`config.mk`:
```
export PLATFORM = sky130hd
export DESIGN_NAME = uart_tx
export DESIGN_NICKNAME = d
export VERILOG_FILES = /design/src/rtl/uart_tx.sv
export SDC_FILE = /design/constraint.sdc
export NUM_CORES = 1
export LEC_CHECK = 0
export CORE_MARGIN = 4
export CORE_UTILIZATION = 35
export DETAILED_ROUTE_END_ITERATION = 7
export GPL_TIMING_DRIVEN = 0
export PLACE_DENSITY = 0.54
export SLEW_MARGIN = 20
export SYNTH_ARGS = -nofsm -noshare
export SYNTH_HDL_FRONTEND = slang
export SYNTH_SLANG_ARGS = --single-unit
```
`constraint.sdc`:
```
create_clock -name clk -period 7.2 [get_ports clk]
set_input_delay 1.44 -clock clk [delete_from_list [all_inputs] [get_ports clk]]
set_output_delay 1.44 -clock clk [all_outputs]
set_load 0.02 [all_outputs]
```
`src/rtl/uart_tx.sv`:
```
// uart_tx: 8N1 UART transmitter with byte FIFO and CTS# gating at frame start
module uart_tx #(
    parameter int CLK_FREQ     = 12000000,
    parameter int BAUD         = 115200,
    parameter int CLKS_PER_BIT = CLK_FREQ / BAUD,
    parameter int FIFO_DEPTH   = 16,
    parameter bit USE_CTS      = 1
) (
    input  logic                          clk,
    input  logic                          reset,
    input  logic [7:0]                    data_in,
    input  logic                          data_valid,
    output logic                          data_ready,
    input  logic                          cts,
    output logic                          tx,
    output logic                          busy,
    output logic [$clog2(FIFO_DEPTH):0]   fifo_count
);
    localparam int AW = $clog2(FIFO_DEPTH);
    localparam int BW = $clog2(CLKS_PER_BIT);
    localparam logic [1:0] IDLE  = 2'd0;
    localparam logic [1:0] START = 2'd1;
    localparam logic [1:0] DATA  = 2'd2;
    localparam logic [1:0] STOP  = 2'd3;
    localparam logic [BW-1:0] BAUD_MAX = BW'(CLKS_PER_BIT - 1);
    localparam logic [AW:0]   FULL     = (AW+1)'(FIFO_DEPTH);

    logic [7:0]    mem [FIFO_DEPTH];
    logic [AW-1:0] wr_ptr, rd_ptr;
    logic [1:0]    state;
    logic [BW-1:0] baud_cnt;
    logic [2:0]    bit_cnt;
    logic [7:0]    shift;
    logic [1:0]    cts_sync;
    logic          cts_ok, push, pop, bit_end;

    always_comb begin
        data_ready = !reset && fifo_count != FULL;
        cts_ok     = !USE_CTS || !cts_sync[1];
        push       = data_valid && data_ready;
        bit_end    = baud_cnt == BAUD_MAX;
        // a pop both starts a frame from IDLE and chains the next frame straight out of STOP
        pop        = fifo_count != '0 && cts_ok && (state == IDLE || (state == STOP && bit_end));
    end

    always_ff @(posedge clk)
        if (push) mem[wr_ptr] <= data_in;

    always_ff @(posedge clk) begin
        if (reset) begin
            cts_sync   <= 2'b11;
            wr_ptr     <= '0;
            rd_ptr     <= '0;
            fifo_count <= '0;
            state      <= IDLE;
            baud_cnt   <= '0;
            bit_cnt    <= '0;
            shift      <= '0;
            tx         <= 1'b1;
            busy       <= 1'b0;
        end else begin
            cts_sync   <= {cts_sync[0], cts};
            fifo_count <= fifo_count + (AW+1)'(push) - (AW+1)'(pop);
            baud_cnt   <= (state == IDLE || bit_end) ? '0 : baud_cnt + 1'b1;
            if (push) wr_ptr <= wr_ptr + 1'b1;
            if (pop) rd_ptr <= rd_ptr + 1'b1;
            if (pop) begin
                shift <= mem[rd_ptr];
                tx    <= 1'b0;
                busy  <= 1'b1;
                state <= START;
            end else if (bit_end) begin
                case (state)
                    START: begin
                        tx      <= shift[0];
                        bit_cnt <= '0;
                        state   <= DATA;
                    end
                    DATA: begin
                        tx      <= bit_cnt == 3'd7 ? 1'b1 : shift[1];
                        shift   <= shift >> 1;
                        bit_cnt <= bit_cnt + 1'b1;
                        state   <= bit_cnt == 3'd7 ? STOP : DATA;
                    end
                    STOP: begin
                        busy  <= 1'b0;
                        state <= IDLE;
                    end
                    default: ;
                endcase
            end
        end
    end
endmodule

```
# Word-level counts from Yosys, hierarchy flattened
# Memory sizes are Yosys's and may differ from the RTL's. A register that Yosys moved wholly into a read port is not among the register bits.
# Cells that the tools add are included.
classes:
  n_addsub: 6
  n_eq_ne: 6
  mux: 19
  n_bitwise: 1
  reduce_logical: 26
op_table:
  columns: ["operator", "n"]
  rows:
  - ["$mux W8", 3]
  - ["$mux W1", 11]
  - ["$reduce_and A2 Y1", 5]
  - ["$add A4 B1 Y4 const B", 2]
  - ["$mux W4", 2]
  - ["$reduce_bool A2 Y1", 4]
  - ["$add A7 B1 Y7 const B", 1]
  - ["$eq A7 B7 Y1 const B", 1]
  - ["$pmux W2 S3", 1]
  - ["$pmux W3 S2", 1]
  - ["$reduce_bool A3 Y1", 2]
  - ["$add A5 B1 Y5", 1]
  - ["$logic_and A1 B1 Y1", 5]
  - ["$ne A5 B5 Y1 const B", 1]
  - ["$reduce_bool A5 Y1", 1]
  - ["$sub A5 B1 Y5", 1]
  - ["$eq A2 B2 Y1 const B", 2]
  - ["$reduce_bool A4 Y1", 1]
  - ["$reduce_or A2 Y1", 2]
  - ["$add A3 B1 Y3 const B", 1]
  - ["$eq A3 B3 Y1 const B", 1]
  - ["$reduce_and A3 Y1", 1]
  - ["$eq A2 B1 Y1 const B", 1]
  - ["$logic_not A1 Y1", 2]
  - ["4 further kinds", 5]
totals:
  register_bits: 37
  ramBits: 128
  in_bits: 12
  output_inout_bits: 8
  wordCells: 70
  n_memories: 1
mem_list:
  columns: ["memory", "depth", "word_bits", "rd", "rd_clocked_by_memory_dff", "write_ports", "line", "source"]
  rows:
  - ["mem", 16, 8, 1, 1, 1, "28", "logic [7:0] mem [FIFO_DEPTH];"]

# Logic depth before layout (Yosys ltp)
# Gate-level depths: netlist of the first run.
depth:
  ltp_word: 6
  ltp_mapped: 15
  ltp_nobuf: 14

# Worst setup path after synthesis of the first run
# OpenSTA, ideal clock, no wires.
synth_path:
  path_kind: "input -> register"
  start: "input port reset"
  end: "register fifo_count[4]"
  setup_time_ns: 0.071
  arrival_time_ns: 3.579
  required_time_ns: 7.129
  slack_ns: 3.550
  cell_stages: 13
  n_path_buf: 2
  cell_sequence: "clkbuf_1 -> inv_1 -> and3_1 -> buf_2 -> inv_2 -> ha_1 -> inv_1 -> ha_1 -> fa_1 -> a21oi_1 -> nor2_1 -> or3_1 -> a21oi_1"
synth_between:
  elab_chain_cells: 5
synth_lines:
  columns: ["element", "line", "source"]
  rows:
  - ["start, declared", "10", "input logic reset,"]
  - ["$logic_not A1 Y1", "38", "data_ready = !reset && fifo_count != FULL;"]
  - ["$logic_and A1 B1 Y1", "38", null]
  - ["$logic_and A1 B1 Y1", "40", "push = data_valid && data_ready;"]
  - ["$add A5 B1 Y5", "63", "fifo_count <= fifo_count + (AW+1)'(push) - (AW+1)'(pop);"]
  - ["$sub A5 B1 Y5", "63", null]
  - ["end signal, assigned", "63", null]
  - ["end, declared", "17", "output logic [$clog2(FIFO_DEPTH):0] fifo_count"]
# Several ways; a longest one is shown, not always the timed one.
# A chain may end at the register's enable or synchronous reset.

# Worst setup path in the final report of the first run
layout_path:
  start: "input port reset"
  end: "output port data_ready"
layout_between:
  elab_chain_cells: 2
layout_lines:
  columns: ["element", "line", "source"]
  rows:
  - ["$logic_not A1 Y1", "38", null]
  - ["$logic_and A1 B1 Y1", "38", null]
  - ["end, declared", "13", "output logic data_ready,"]
# Every way passes these cells.

==> results of run 1 <==
-- state kept, by name, summed over array words and instances, names as in the netlist, named ones only --
name / cells
mem: 128
tx: 1
wr_ptr: 4
fifo_count: 5
busy: 1
cts_sync: 2
state: 2
rd_ptr: 4
bit_cnt: 3
baud_cnt: 7
shift: 8
-- cells by family after synthesis --
family,Yosys count
fa+ha+maj,21
flops,169
buf+inv,36
compound gates,69
mux,33
xor+xnor,10
simple gates,95
-- cell usage in the layout (no fill, tap or decap), drive strengths merged, types with 2 or more instances in the layout --
cell type and instances:
a211oi 15, o2111ai 2, nand3 9, nand2 16, ha 20, clkbuf 28, or3 4, mux4 32
nand2b 2, a21oi 12, xor2 4, inv 20, clkinv 6, or3b 2, o21ai 14, dfxtp 41
a221oi 7, a22o 9, nor3b 2, and2 2, a31oi 2, nor2b 5, nor2 32, buf 15
xnor2 6, edfxtp 128, or2 5, nor3 9, clkdlybuf4s50 18, a31o 2, and3 4
-- cell type report --
class	instances	share of cell area, %
Sequential cell	169	58.0
Tap cell	265	4.12
Inverter	13	0.607
Clock buffer	18	5.33
Timing Repair Buffer	20	2.43
Multi-Input combinational cell	228	26.2
Buffer	23	1.63
Clock inverter	14	1.70
-- how the worst max path moves through the flow --
stage,end,cells past startpoint,slack [ns]
after floorplan,fifo_count[4],13,3.55
after global placement,data_ready,5,2.75
after detailed placement,data_ready,5,2.73
after CTS,data_ready,5,2.73
after global routing,data_ready,5,2.63
final,data_ready,5,2.73
-- per-layer routing --
layer  up-vias  wire [µm]  share of wire, %  track usage (%)
met3        10        591               4.3             3.59
met2        92       7000                50             21.9
met4         0        127              0.92             3.43
met5         -          0                 0                0
li1       1773          -                 -                -
met1      1911       6160                44             17.6
-- stage by stage --
| step | instances | hold WS [ns] | worst slack [ns] | cell area [µm²] |
|---|---|---|---|---|
| floorplan | 433 | 0.389 | 3.55 | 6930 |
| global placement | 716 | 0.405 | 2.75 | 7440 |
| detailed placement | 718 | 0.408 | 2.73 | 7480 |
| CTS | 750 | 0.433 | 2.73 | 8050 |
| global route | 750 | 0.439 | 2.63 | 8050 |
| finish | 750 | 0.432 | 2.73 | 8050 |
-- report_power, final --
group	internal [W]	switching, W
Clock	0.000486	0.000394
Combinational	0.000123	0.000140
Sequential	0.00108	0.0000208
Total	0.00169	0.000555
-- critical path, stage by stage --
cell and delay [ns]:
clkbuf_1 0.23, inv_1 0.19, clkbuf_1 0.38, and2_1 0.19
clkdlybuf4s50_1 0.60
==> impl_metrics.ini, run 1 <==
[run_status]
status = finished clean

[flow_run]
cap_violations = 0

[worst_setup_path]
crit_path_start = reset
r2r_cells = 15
cp-start-kind = input pin
path_max_fanout = 10
cp-end-kind = output port
r2r_start = baud_cnt[0]
cp.required_ns = 5.76
cp.arrival_ns = 3.03
timing.rr.end = fifo_count[4]
reg2reg_setup_slack_ns = 3.94
crit_type = in -> out

[sta]
period_needed_ns = 4.47
grt_setup_unrepaired = false
tns_ns = 0
min_period_over_period_pct = 62.1
tightestPinTransition_ns = 0.975
hold_violations = 0
fmax_ghz = 0.223
setup_viol = 0
finalClockSkew_ns = 0.0102
slew_viol_final = 0
slew-limit-headroom_pct = 34.8

[yosys]
synth-seq-area-share_pct = 67.3
synth_edf_count = 128
syn_inst = 433
synthTopCellsByArea = edfxtp_1 (55%), dfxtp_1 (12%), mux4_2 (10%)
synth_top_cell_by_area = edfxtp_1
synth_warnings = 0
synth_nets = 466
synthAdderAreaFrac_pct = 3.90
synth_mux_area_share_pct = 10.6
yosysMostFrequentCell = edfxtp_1
postSynthAreaPerCell_um2 = 16.0
yosysTopAreaCellShare_pct = 55.4
synth_ff_type = edfxtp_1
synth-xor-area-share_pct = 1.26
synth_compound_area_share_pct = 7.51
netlist_area_um2 = 6930
yosys.area_share.simple_pct = 6.89
async_flop_share_pct = 0
ys_top_cells_by_count = edfxtp_1 (128), dfxtp_1 (41), mux4_2 (32), nor2_1 (32), ha_1 (20)
ys_seq_elements = 169
synth_top_family_by_area = multiplexers
ys_types = 49

[min_path]
min_path_cells = 1
holdPathEnd = cts_sync[1]
hold_start = cts_sync[0]
hold_class = reg -> reg

[layout]
antennaDiodeCount = 0
drive_above_1_share_pct = 19.6
final_nets = 505
final_util_pct = 41.3
layout.area.seq_um2 = 4660
nFillCells = 1775
multi_input_area_um2 = 2110
syn2layout_area_growth_pct = 16.0

[clock_network]
ctsHoldBuffers = 0
htree_levels = 4
insertion_delay_ns = 0.42
cts_resized = 0
cts_buffer_depth = 2
cts.sinks = 169
clk_pin_slew_ns = 0.06
postCtsSetupBuffers = 0
cts_buffers = 17
clockRootBuffer = clkbuf_16
cts_tree = yes

[global_route]
overflow = 0
grt_pass1_wl_um = 21900
track_usage_pct = 13.3
grt_max_degree = 17
grt_pass1_vias = 3819
antenna_found_initial = 0

[power_and_ir_drop]
p_leak_nw = 2.63
ir_worst_vdd_v = 0.000172
p_per_area_nw_per_um2 = 279
power.total_w = 0.00224

[detailed_routing]
detail-route-antenna-nets = 0
dr.first_iter.drc_count = 197
wirelength_um = 13900
vias = 3786
route.detailed.drc = 0
firstDrtPassIters = 4
routed_via_density = 5.05
wire_per_inst_um = 18.5

[floorplanning]
core-area_um2 = 19500
die_y_um = 149
die_w_um = 149
die_area_um2 = 22100
start_util_pct = 35.6
fp-row-count = 51
pin_count = 20

[placement]
place_congestion = 0.759
dp_hpwl_um = 9300
port_buffers = 18
No activity file was read; power rests on OpenSTA's default activity.
==> run 2, diff against run 1 <==
PLACE_DENSITY = 0.56   (was 0.54)
clock period = 3.7 ns   (was 7.2 ns; I/O delays follow)
==> run 2 against run 1 <==
Compared with the run above: sequential power increased by 95%; non-clock buffer count unchanged; core utilization increased by 0.19 points; critical path type is now reg -> reg; largest cell class unchanged; highest routed layer unchanged.
==> impl_metrics.ini, run 2 (same netlist as run 1, synthesis figures left out) <==
[detailed_routing]
route.detailed.drc = 0
firstDrtPassIters = 5
wire_per_inst_um = 19.1
dr.first_iter.drc_count = 247
routed_via_density = 4.96
wirelength_um = 14300
vias = 3720
detail-route-antenna-nets = 0

[sta]
period_needed_ns = 3.25
slew-limit-headroom_pct = 36.0
tightestPinTransition_ns = 0.956
min_period_over_period_pct = 87.9
finalClockSkew_ns = 0.00768
fmax_ghz = 0.307
slew_viol_final = 0
hold_violations = 0
tns_ns = 0
setup_viol = 0
grt_setup_unrepaired = false

[clock_network]
clockRootBuffer = clkbuf_16
ctsHoldBuffers = 0
htree_levels = 4
insertion_delay_ns = 0.42
cts_resized = 0
cts.sinks = 169
clk_pin_slew_ns = 0.07
cts_buffers = 17
postCtsSetupBuffers = 0
cts_buffer_depth = 2
cts_tree = yes

[global_route]
grt_pass1_wl_um = 22500
antenna_found_initial = 0
grt_max_degree = 19
overflow = 0
grt_pass1_vias = 3895
track_usage_pct = 13.6

[min_path]
hold_class = reg -> reg

[flow_run]
cap_violations = 0

[floorplanning]
start_util_pct = 35.6
core-area_um2 = 19500
fp-row-count = 51
die_y_um = 149
die_area_um2 = 22100
pin_count = 20
die_w_um = 149

[worst_setup_path]
path_max_fanout = 10
slowest_stage = fa_1
cp.required_ns = 4.05
cp_common_cell = ha_1
cp-end-kind = flip-flop
crit_type = reg -> reg
crit_path_max_incr_delay_ns = 0.41
cp-start-kind = flip-flop
cp.arrival_ns = 3.61
path_cells = ha_1 > and3_1 > buf_2 > a31o_2 > nand2_1 > inv_2 > buf_2 > ha_1 > inv_1 > ha_1 > fa_1 > a21oi_1 > nor2_1 > or3_1 > a21oi_1

[placement]
port_buffers = 18
place_area_um2 = 7480
dp_hpwl_um = 9460
place_congestion = 0.763

[layout]
top_register = mem
antennaDiodeCount = 0
final_common_cell = edfxtp_1
reg_top3 = mem: 128 flops, shift: 8 flops, baud_cnt: 7 flops
drive_above_1_share_pct = 20.0
largest_register_ffs = 128
final_util_pct = 41.5
syn2layout_area_growth_pct = 16.6
final_area_um2 = 8080
final_nets = 505
mostFrequentLayoutCells = edfxtp_1 (128), dfxtp_1 (41), nor2_1 (32), mux4_2 (32), ha_1 (20)

[power_and_ir_drop]
power.total_w = 0.00445
netSwitchingPower_w = 0.00114
switching_share_pct = 25.6
p_per_area_nw_per_um2 = 550
p_leak_nw = 2.64
p_comb_share_pct = 11.5
pwr-share-seq_pct = 48.1
ir_worst_vdd_v = 0.000305
clockPowerShare_pct = 40.4
internal-power_w = 0.00331

[run_status]
status = finished clean
-- run 2: changes by cell type in the layout (fill, tap and decap cells not counted), sizes merged --
| cell | delta |
|---|---|
| clkinvlp | +2 |
| inv | +2 |
| clkinv | -3 |
| clkbuf | -1 |
-- run 2: per-layer routing --
layer | share of wire [%] | GRT usage [%] | vias to the layer above
met5 | 0 | 0 | -
met4 | 0.38 | 3.30 | 0
met3 | 5.1 | 3.59 | 2
met2 | 52 | 22.8 | 68
met1 | 43 | 17.9 | 1881
li1 | - | - | 1769
-- run 2: worst paths after layout --
check / startpoint / end / slack [ns] / depth (start not counted)
min: cts_sync[0] / cts_sync[1] / 0.43 / 1
max reg2reg: baud_cnt[0] / fifo_count[4] / 0.45 / 15
max: baud_cnt[0] / fifo_count[4] / 0.45 / 15
min reg2reg: cts_sync[0] / cts_sync[1] / 0.43 / 1
-- run 2: power groups by stage --
stage	clock network [W]	registers [W]	logic, W
6_report	0.00180	0.00214	0.000511
5_1_grt	0.00194	0.00215	0.000561
4_1_cts	0.00185	0.00214	0.000519
3_5_place_dp	0	0.00218	0.000517
3_3_place_gp	0	0.00218	0.000506
2_1_floorplan	0	0.00219	0.000330
-- run 2: cell type report --
class / instances / area [µm²]
fillers: 1755 / 11400
repair buffers: 20 / 195
multi-input cells: 228 / 2110
plain buffers: 23 / 131
clock buffers: 17 / 425
clock inverters: 15 / 176
well taps: 265 / 332
flip-flops and latches: 169 / 4660
inverters: 13 / 48.8
-- run 2: critical path, delay by kind of cell, from the launching register on --
family	cells	cell delay [ns]
compound gates	3	0.55
fa+ha+maj	4	1.14
buf+inv	4	0.44
flops	1	0.33
simple gates	4	0.73
-- run 2: per-stage QoR --
step / cells / hold slack [ns] / worst slack (ns)
final: 750 / 0.431 / 0.448
after CTS: 750 / 0.448 / 0.430
after global routing: 750 / 0.466 / 0.217
after floorplan: 433 / 0.389 / 0.717
after global placement: 716 / 0.404 / 0.376
after detailed placement: 718 / 0.420 / 0.369
==> run 3, diff against run 2 <==
CORE_ASPECT_RATIO = 0.8   (was default)
PLACE_DENSITY = 0.54   (was 0.56)
clock period = 3.3 ns   (was 3.7 ns; I/O delays follow)
==> run 3 against run 2 <==
Compared with the run above: critical path depth down 1; count of clock-buffer cells in the layout unchanged; clock power up 4%; worst setup slack worse by 0.25 ns; sequential power up 12%; register-to-register slack worse by 0.25 ns; clock skew up 0.0014 ns; sequential cell count unchanged; wire length up 1.9%; critical path type unchanged; combinational power up 16%.
==> impl_metrics.ini, run 3 (same netlist as run 1, synthesis figures left out) <==
[floorplanning]
die_w_um = 165
fp-row-count = 45
die_y_um = 134
core-area_um2 = 19200
pin_count = 20
start_util_pct = 36.1
die_area_um2 = 22100

[detailed_routing]
route.detailed.drc = 0
wirelength_um = 14600
dr.first_iter.drc_count = 240
firstDrtPassIters = 5
detail-route-antenna-nets = 0
vias = 3764
routed_via_density = 5.09
wire_per_inst_um = 19.7

[sta]
grt_setup_unrepaired = false
setup_viol = 0
tightestPinTransition_ns = 0.964
slew-limit-headroom_pct = 35.5
hold_violations = 0
finalClockSkew_ns = 0.00905
worst_slack_ns = 0.193
period_needed_ns = 3.11
slew_viol_final = 0
tns_ns = 0
fmax_ghz = 0.322
min_period_over_period_pct = 94.2

[clock_network]
clk_pin_slew_ns = 0.07
ctsHoldBuffers = 0
cts_tree = yes
insertion_delay_ns = 0.43
cts_buffers = 17
postCtsSetupBuffers = 0
clockRootBuffer = clkbuf_16
cts.sinks = 169
cts_buffer_depth = 2
htree_levels = 4

[layout]
syn2layout_area_growth_pct = 15.7
top_register = mem
largest_register_ffs = 128
drive_above_1_share_pct = 19.5
final_common_cell = edfxtp_1
final_nets = 502
final_area_um2 = 8020
fin_cells = 740
mostFrequentLayoutCells = edfxtp_1 (128), dfxtp_1 (41), nor2_1 (32), mux4_2 (32), ha_1 (20)
reg_top3 = mem: 128 flops, shift: 8 flops, baud_cnt: 7 flops
antennaDiodeCount = 0

[power_and_ir_drop]
p_per_area_nw_per_um2 = 606
p_leak_nw = 2.58
ir_worst_vdd_v = 0.000363

[worst_setup_path]
path_max_fanout = 12
cp.arrival_ns = 3.47
cp-end-kind = flip-flop
reg2reg_setup_slack_ns = 0.19
r2r_start = baud_cnt[0]
crit_family = adder cells
path_cells = ha_1 > and3_1 > buf_2 > a31o_2 > nand2_2 > inv_4 > ha_1 > inv_1 > ha_1 > fa_2 > a21oi_1 > nor2_1 > or3_1 > a21oi_1
crit_path_start = baud_cnt[0]
cp.required_ns = 3.66
crit_path_max_incr_delay_ns = 0.36
slowest_stage = fa_2
cp_common_cell = ha_1
worst-path-buf-inv = 3
crit_type = reg -> reg
cp-start-kind = flip-flop

[placement]
port_buffers = 18
place_inst = 709
place_area_um2 = 7460
place_congestion = 0.744
place_ws_ns = -0.0539
dp_hpwl_um = 9810

[global_route]
grt_max_degree = 17
overflow = 0
track_usage_pct = 14.0
grt_pass1_vias = 3753
antenna_found_initial = 0
grt_pass1_wl_um = 22400

[min_path]
hold_class = reg -> reg
hold_start = cts_sync[0]

[run_status]
status = finished clean

[flow_run]
cap_violations = 0
run 3: what timing repair did:
| item | in CTS | in global routing |
|---|---|---|
| gates cloned | 0 | 0 |
| setup endpoints to repair | 1 | 1 |
| resized for setup | 0 | 4 |
run 3: cell type report:
type                       instances  area (µm²)
clock buffer                      17         425
buffer                            22         126
sequential                       169        4660
tap                              258         323
fill                            1705       11200
multi-input combinational        228        2120
timing repair buffer              18         180
clock inverter                    15         130
inverter                          13        51.3
run 3: stage by stage:
stage	util (%)	total power (W)	hold WS, ns
final	41.8	0.00486	0.413
after detailed placement	38.8	0.00303	0.398
after global routing	41.8	0.00506	0.439
after global placement	38.7	0.00302	0.397
after floorplan	-	0.00283	0.389
after CTS	41.7	0.00489	0.418
run 3: layer usage:
layer  wire [µm]  global-route usage (%)
met4         220                    5.36
met5           0                       0
met3         451                    3.44
met2        6690                    20.1
met1        7220                    20.4
run 3: path summary, 6_finish.rpt:
check                  end  cells after the start
min reg2reg    cts_sync[1]                      1
min            cts_sync[1]                      1
max          fifo_count[4]                     14
max reg2reg  fifo_count[4]                     14
run 3: power by group:
part / internal, W / total (W) / switching, W
logic: 0.000276 / 0.000594 / 0.000318
clock network: 0.00103 / 0.00187 / 0.000836
registers: 0.00235 / 0.00240 / 0.0000481
